**src/rtl/dl_fpu_pkg.sv**
```systemverilog
// Shared definitions for the DLFloat16 FPU issue path: operation codes,
// major opcodes, funct5 values and rounding-mode legality.
package dl_fpu_pkg;

  // Abstract FPU operations as presented on the request port.
  typedef enum logic [4:0] {
    OP_ADD   = 5'd0,
    OP_SUB   = 5'd1,
    OP_MUL   = 5'd2,
    OP_DIV   = 5'd3,
    OP_SQRT  = 5'd4,
    OP_SGNJ  = 5'd5,
    OP_SGNJN = 5'd6,
    OP_SGNJX = 5'd7,
    OP_MIN   = 5'd8,
    OP_MAX   = 5'd9,
    OP_CVT_W = 5'd10,
    OP_CVT_F = 5'd11,
    OP_FEQ   = 5'd12,
    OP_FLT   = 5'd13,
    OP_FLE   = 5'd14,
    OP_FMA   = 5'd15,
    OP_FMS   = 5'd16
  } fpu_op_e;

  // Major opcodes understood by the decoder.
  localparam logic [6:0] OPC_FP  = 7'b1011011;
  localparam logic [6:0] OPC_FMA = 7'b1000011;
  localparam logic [6:0] OPC_FMS = 7'b1000111;

  // funct5 values for the OPC_FP group.
  localparam logic [4:0] F5_ADD  = 5'b00000;
  localparam logic [4:0] F5_SUB  = 5'b00001;
  localparam logic [4:0] F5_MUL  = 5'b00010;
  localparam logic [4:0] F5_DIV  = 5'b00011;
  localparam logic [4:0] F5_SGNJ = 5'b00100;
  localparam logic [4:0] F5_MMX  = 5'b00101;
  localparam logic [4:0] F5_CVTW = 5'b01000;
  localparam logic [4:0] F5_CVTF = 5'b01001;
  localparam logic [4:0] F5_SQRT = 5'b01011;
  localparam logic [4:0] F5_CMP  = 5'b10100;

  // Rounding modes 101 and 110 are reserved encodings.
  function automatic logic rm_legal(input logic [2:0] rm);
    return !((rm == 3'b101) || (rm == 3'b110));
  endfunction

endpackage

```
**src/rtl/dl_sync_fifo.sv**
```systemverilog
// Single-clock FIFO with synchronous flush. The head word is driven to zero
// whenever the FIFO is empty so the output never exposes stale storage.
module dl_sync_fifo #(
  parameter int DEPTH = 4,
  parameter int WIDTH = 32
) (
  input  logic                     clk,
  input  logic                     rst_n,
  input  logic                     flush,
  input  logic                     push,
  input  logic [WIDTH-1:0]         wdata,
  input  logic                     pop,
  output logic                     full,
  output logic                     valid,
  output logic [WIDTH-1:0]         rdata,
  output logic [$clog2(DEPTH):0]   count
);

  localparam int AW = $clog2(DEPTH);
  localparam logic [AW:0] DEPTH_L = (AW+1)'(DEPTH);

  logic [WIDTH-1:0] mem [DEPTH];
  logic [AW-1:0]    wr_ptr;
  logic [AW-1:0]    rd_ptr;
  logic             push_ok;
  logic             pop_ok;

  assign full    = (count == DEPTH_L);
  assign valid   = (count != '0);
  assign push_ok = push && !full && !flush;
  assign pop_ok  = pop && valid && !flush;
  assign rdata   = valid ? mem[rd_ptr] : '0;

  // Storage write; contents are only observable through a valid head.
  // NOTE: the data array has no reset -- validity lives in count, so resetting
  // the memory would only add reset fan-out for no functional gain.
  always_ff @(posedge clk) begin
    if (push_ok) begin
      mem[wr_ptr] <= wdata;
    end
  end

  // Pointer and occupancy tracking; flush takes priority over push/pop.
  // NOTE: sequential state uses non-blocking assignments so every register
  // samples pre-edge values regardless of statement order.
  always_ff @(posedge clk or negedge rst_n) begin
    if (!rst_n) begin
      wr_ptr <= '0;
      rd_ptr <= '0;
      count  <= '0;
    end else if (flush) begin
      wr_ptr <= '0;
      rd_ptr <= '0;
      count  <= '0;
    end else begin
      if (push_ok) wr_ptr <= wr_ptr + 1'b1;
      if (pop_ok)  rd_ptr <= rd_ptr + 1'b1;
      case ({push_ok, pop_ok})
        2'b10:   count <= count + 1'b1;
        2'b01:   count <= count - 1'b1;
        default: count <= count;
      endcase
    end
  end

endmodule

```
**src/rtl/dl_instr_encoder.sv**
```systemverilog
// Issue-side encoder: turns abstract FPU requests into 32-bit instruction
// words, queues them, and counts illegal requests that get dropped.
module dl_instr_encoder
  import dl_fpu_pkg::*;
#(
  parameter int         DEPTH = 4,
  parameter logic [1:0] FMT   = 2'b10,
  parameter int         ERRW  = 8
) (
  input  logic                     clk,
  input  logic                     rst_n,
  input  logic                     flush,
  input  logic                     req_valid,
  output logic                     req_ready,
  input  logic [4:0]               req_op,
  input  logic [4:0]               req_rd,
  input  logic [4:0]               req_rs1,
  input  logic [4:0]               req_rs2,
  input  logic [4:0]               req_rs3,
  input  logic [2:0]               req_rm,
  output logic                     instr_valid,
  input  logic                     instr_ready,
  output logic [31:0]              instr,
  output logic                     err_pulse,
  output logic [ERRW-1:0]          err_count,
  output logic [$clog2(DEPTH):0]   level
);

  logic        legal_op;
  logic        uses_rm;
  logic [4:0]  top_field;
  logic [2:0]  rm_eff;
  logic [4:0]  rs2_eff;
  logic [6:0]  opcode;
  logic [31:0] enc_word;
  logic        illegal;
  logic        accept;
  logic        fifo_full;

  // Field selection from the op table.
  // NOTE: every output of this block gets a default first, so no path can
  // leave a signal unassigned and infer a latch.
  always_comb begin
    legal_op  = 1'b1;
    uses_rm   = 1'b1;
    top_field = F5_ADD;
    rm_eff    = req_rm;
    rs2_eff   = req_rs2;
    opcode    = OPC_FP;
    case (req_op)
      OP_ADD:   top_field = F5_ADD;
      OP_SUB:   top_field = F5_SUB;
      OP_MUL:   top_field = F5_MUL;
      OP_DIV:   top_field = F5_DIV;
      OP_SQRT:  begin top_field = F5_SQRT; rs2_eff = '0; end
      OP_SGNJ:  begin top_field = F5_SGNJ; uses_rm = 1'b0; rm_eff = 3'b000; end
      OP_SGNJN: begin top_field = F5_SGNJ; uses_rm = 1'b0; rm_eff = 3'b001; end
      OP_SGNJX: begin top_field = F5_SGNJ; uses_rm = 1'b0; rm_eff = 3'b010; end
      OP_MIN:   begin top_field = F5_MMX;  uses_rm = 1'b0; rm_eff = 3'b000; end
      OP_MAX:   begin top_field = F5_MMX;  uses_rm = 1'b0; rm_eff = 3'b001; end
      OP_CVT_W: begin top_field = F5_CVTW; rs2_eff = '0; end
      OP_CVT_F: begin top_field = F5_CVTF; rs2_eff = '0; end
      OP_FEQ:   begin top_field = F5_CMP;  uses_rm = 1'b0; rm_eff = 3'b010; end
      OP_FLT:   begin top_field = F5_CMP;  uses_rm = 1'b0; rm_eff = 3'b001; end
      OP_FLE:   begin top_field = F5_CMP;  uses_rm = 1'b0; rm_eff = 3'b000; end
      OP_FMA:   begin top_field = req_rs3; opcode = OPC_FMA; end
      OP_FMS:   begin top_field = req_rs3; opcode = OPC_FMS; end
      default:  begin legal_op = 1'b0; uses_rm = 1'b0; end
    endcase
  end

  assign enc_word  = {top_field, FMT, rs2_eff, req_rs1, rm_eff, req_rd, opcode};
  assign illegal   = !legal_op || (uses_rm && !rm_legal(req_rm));
  assign req_ready = !fifo_full;
  assign accept    = req_valid && req_ready;

  dl_sync_fifo #(
    .DEPTH (DEPTH),
    .WIDTH (32)
  ) u_fifo (
    .clk   (clk),
    .rst_n (rst_n),
    .flush (flush),
    .push  (accept && !illegal),
    .wdata (enc_word),
    .pop   (instr_ready),
    .full  (fifo_full),
    .valid (instr_valid),
    .rdata (instr),
    .count (level)
  );

  // Dropped-request reporting: one-cycle pulse plus a saturating counter
  // that flush leaves alone.
  always_ff @(posedge clk or negedge rst_n) begin
    if (!rst_n) begin
      err_pulse <= 1'b0;
      err_count <= '0;
    end else begin
      err_pulse <= accept && illegal;
      if (accept && illegal && (err_count != '1)) begin
        err_count <= err_count + 1'b1;
      end
    end
  end

endmodule

```
**config.mk**
```make
export PLATFORM = sky130hd
export DESIGN_NAME = dl_instr_encoder
export DESIGN_NICKNAME = d
export VERILOG_FILES = /design/src/rtl/dl_fpu_pkg.sv /design/src/rtl/dl_sync_fifo.sv /design/src/rtl/dl_instr_encoder.sv
export SDC_FILE = /design/constraint.sdc
export NUM_CORES = 1
export LEC_CHECK = 0
export ABC_AREA = 1
export CAP_MARGIN = 0
export CORE_MARGIN = 10
export CORE_UTILIZATION = 54
export CTS_CLUSTER_SIZE = 14
export DETAILED_ROUTE_END_ITERATION = 16
export HOLD_SLACK_MARGIN = 0.15
export PLACE_DENSITY = 0.8
export SYNTH_ARGS = -nofsm -noshare
export SYNTH_HDL_FRONTEND = slang
export SYNTH_SLANG_ARGS = --single-unit
export TNS_END_PERCENT = 5
```
**constraint.sdc**
```tcl
create_clock -name clk -period 3.4 [get_ports clk]
set_clock_uncertainty 0.15 [all_clocks]
set_input_delay 0.68 -clock clk [delete_from_list [all_inputs] [get_ports clk]]
set_output_delay 0.68 -clock clk [all_outputs]
set_load 0.02 [all_outputs]
```
==> flow_summary.toml <==
[place]
dp_cells = 674
place_hpwl_microns = 7440
globalplace.congestion = 0.822
io_buffers = 76

[yosys]
synth_edf_count = 100
synth_xor_area_share_pct = 1.35
ys_seq_area_share_pct = 65.4
synth_area_per_cell_sq_um = 10.8
synthCells = 483
synthAdderAreaFrac_pct = 1.59
synth.cell_area_sq_mm = 0.00520
yosys_register_bits = 116
yosys.area_share.simple_pct = 14.4
muxShareOfSynthArea_pct = 0
synth_flop_cell = "edfxtp_1"
synth_top_family_by_area = "simple AND/OR/NAND/NOR gates"
netlist_top_cells_area = "edfxtp_1 58%, nor2_1 8.7%, dfrtp_1 7.7%, o21ai_0 5.3%, inv_1 2.9%"
async_flop_share_pct = 13.8
synth_top_area_share_pct = 57.7
yosysUniqueCellTypes = 35
synth_largest_area_cell = "edfxtp_1"
synth_compound_area_share_pct = 11.7
ys.warnings.count = 0

[worst_hold_path]
hp-class = "reg -> reg"
whs_endpoint = "err_count[7]$_DFFE_PN0P_"
worstHoldStart = "err_count[7]$_DFFE_PN0P_"
hold_depth = 2

[timing]
holdWs_ps = 363
finalHoldViolCount = 0
setup_tns_ps = 0
min_period_over_period_pct = 95.4
finalSetupViolCount = 0
slew_headroom_pct = 48.9
worst_slew_pin_slew_ps = 761
min_period_ps = 3240
slew_viol_final = 0
fmax_mhz = 308
rsz0062_at_grt = "no"

[floorplan]
coreArea_sq_mm = 0.00933
start_util_pct = 55.8
die_w_microns = 118
ios = 79
rows = 35
die_h_microns = 118
die_area_sq_mm = 0.0140

[worst_setup_path]
r2r_start = "u_fifo.count[0]$_DFFE_PN0P_"
arrival_ps = 2410
crit_chain = "buf_4 > clkinv_1 > buf_4 > nor2_1 > o21ai_0 > a21oi_1 > clkdlybuf4s50_1"
crit_path_frequent_cell = "buf_4"
crit_required_ps = 2570
cpPeakStageDelay_ps = 650
slowest_stage = "clkdlybuf4s50_1"
cp_top_family = "buffers and inverters"
end_kind = "primary output"
r2r-end = "u_fifo.count[2]$_DFFE_PN0P_"
critPathMaxFanout = 25
ff2ff_path_depth = 15
ff2ff_setup_slack_ps = 1040
criticalPathCategory = "reg -> out"
cp-start-kind = "register"
cp.buffers_inverters = 4
crit_path_start = "u_fifo.rd_ptr[1]$_DFFE_PN0P_"

[layout]
multi_input_area_sq_mm = 0.00153
final_cell_mix = "116 x nor2_1, 100 x edfxtp_1, 72 x clkdlybuf4s50_1"
regArea_sq_mm = 0.00340
final_nets = 603
instances_no_fill = 705
post_route_cells_drive_above_1_share_pct = 12.5
syn2layout_area_growth_pct = 29.8
n_antenna_cell = 0
final_util_pct = 72.4
final_common_cell = "nor2_1"
fillerInstances = 635

[drt]
wl_met1_microns = 4780
wl_met3_microns = 876
drt-total-wl_microns = 12100
first_pass_iters = 5
drt-initial-drc-count = 384
antenna_left = 0
wl_met2_microns = 6140
routedWlPerCell_microns = 17.1
drc_errors = 0
vias = 3820
vias_per_cell = 5.42
top_layer = "met4"

[cts]
htree_levels = 4
postCtsSetupRepairBufs = 0
cts_hold_buf = 0
cts-root-buf = "clkbuf_8"
cts_buffers = 17
cts_resized = 2
clockBufferDepth = 2
cts_tree = "yes"
clk-insertion-delay-late_ps = 510
cts.sinks = 116
clk_pin_slew_ps = 60

[pwr]
power_density_mw_per_mm2 = 619
peakVddDrop_v = 0.000404
cellLeakagePower_nw = 2.64
power_mw = 4.18

[run]
cap_viol_max_count = 0

[global_route]
grt_max_degree = 51
track_usage_pct = 17.0
grt_pass1_vias = 3754
grt_pass1_wl_microns = 19000
antenna_found_initial = 0
overflow = 0

[run_status]
status = "complete, no violations"
-- cell families (layout without fill, tap and decap cells) --
family | count (synthesis) | after routing
AOI/OAI and AO/OA | 104 | 104
and+or+nand+nor | 180 | 180
buffers and inverters | 68 | 160
xor gates and xnor gates | 8 | 8
other | 1 | 2
DFF | 116 | 116
adders and majority gates | 6 | 6
-- power breakdown --
part           internal, mW  switching (mW)  total (mW)
Combinational         0.330           0.464       0.794
Clock                  1.10           0.614        1.72
Sequential             1.61          0.0587        1.67
Total                  3.05            1.14        4.18
-- cell usage after synthesis (3+ instances only) --
cell and n:
nor2_1 120, edfxtp_1 100, o21ai_0 55, inv_1 40
nand2_1 31, a21oi_1 29, clkbuf_1 17, dfrtp_1 16
nand3_1 12, o21ai_2 8, buf_4 7, nand2_2 6
ha_1 5, xnor2_1 4, xor2_1 4, nand3_2 3
nand4_1 3
-- worst min-delay path, cell delays in order, from the launching register on --
cell and delay, ps:
dfrtp_1 360, nand2_1 70, o21ai_2 50
-- per-stage QoR --
| stage | cell area, sq um | worst slack (ps) |
|---|---|---|
| floorplan | 5210 | 381 |
| global placement | 6150 | 242 |
| detailed placement | 6150 | 166 |
| CTS | 6740 | 0.400 |
| global route | 6760 | 3.75 |
| finish | 6760 | 157 |
-- registers in the layout, summed over array words and instances, names as in the netlist --
register       cells
u_fifo.count       3
u_fifo.rd_ptr      2
u_fifo.mem       100
err_count          8
err_pulse          1
u_fifo.wr_ptr      2
-- area by class of cell --
cell class	instances	area share, %
inverter	42	2.39
tap	129	2.39
sequential	116	50.4
clock buffer	17	6.13
multi-input combinational	300	22.6
timing repair buffer	87	13.7
clock inverter	14	2.43
-- layer usage --
metal | track usage (%) | vias up
met5 | 0 | -
met3 | 5.47 | 22
li1 | - | 1800
met1 | 19.2 | 1841
met2 | 28.8 | 157
met4 | 8.04 | 0
-- how the worst max path moves through the flow --
stage               slack [ps]  cells past startpoint                          end
CTS                        0.4                      6                     instr[4]
floorplan                  380                      6  u_fifo.mem[0][10]$_DFFE_PP_
detailed placement         170                     15  u_fifo.count[2]$_DFFE_PN0P_
global route                 4                      7                    instr[18]
finish                     160                      7                    instr[31]
global placement           240                     15  u_fifo.count[2]$_DFFE_PN0P_
Power figures use the tool's default switching activity.
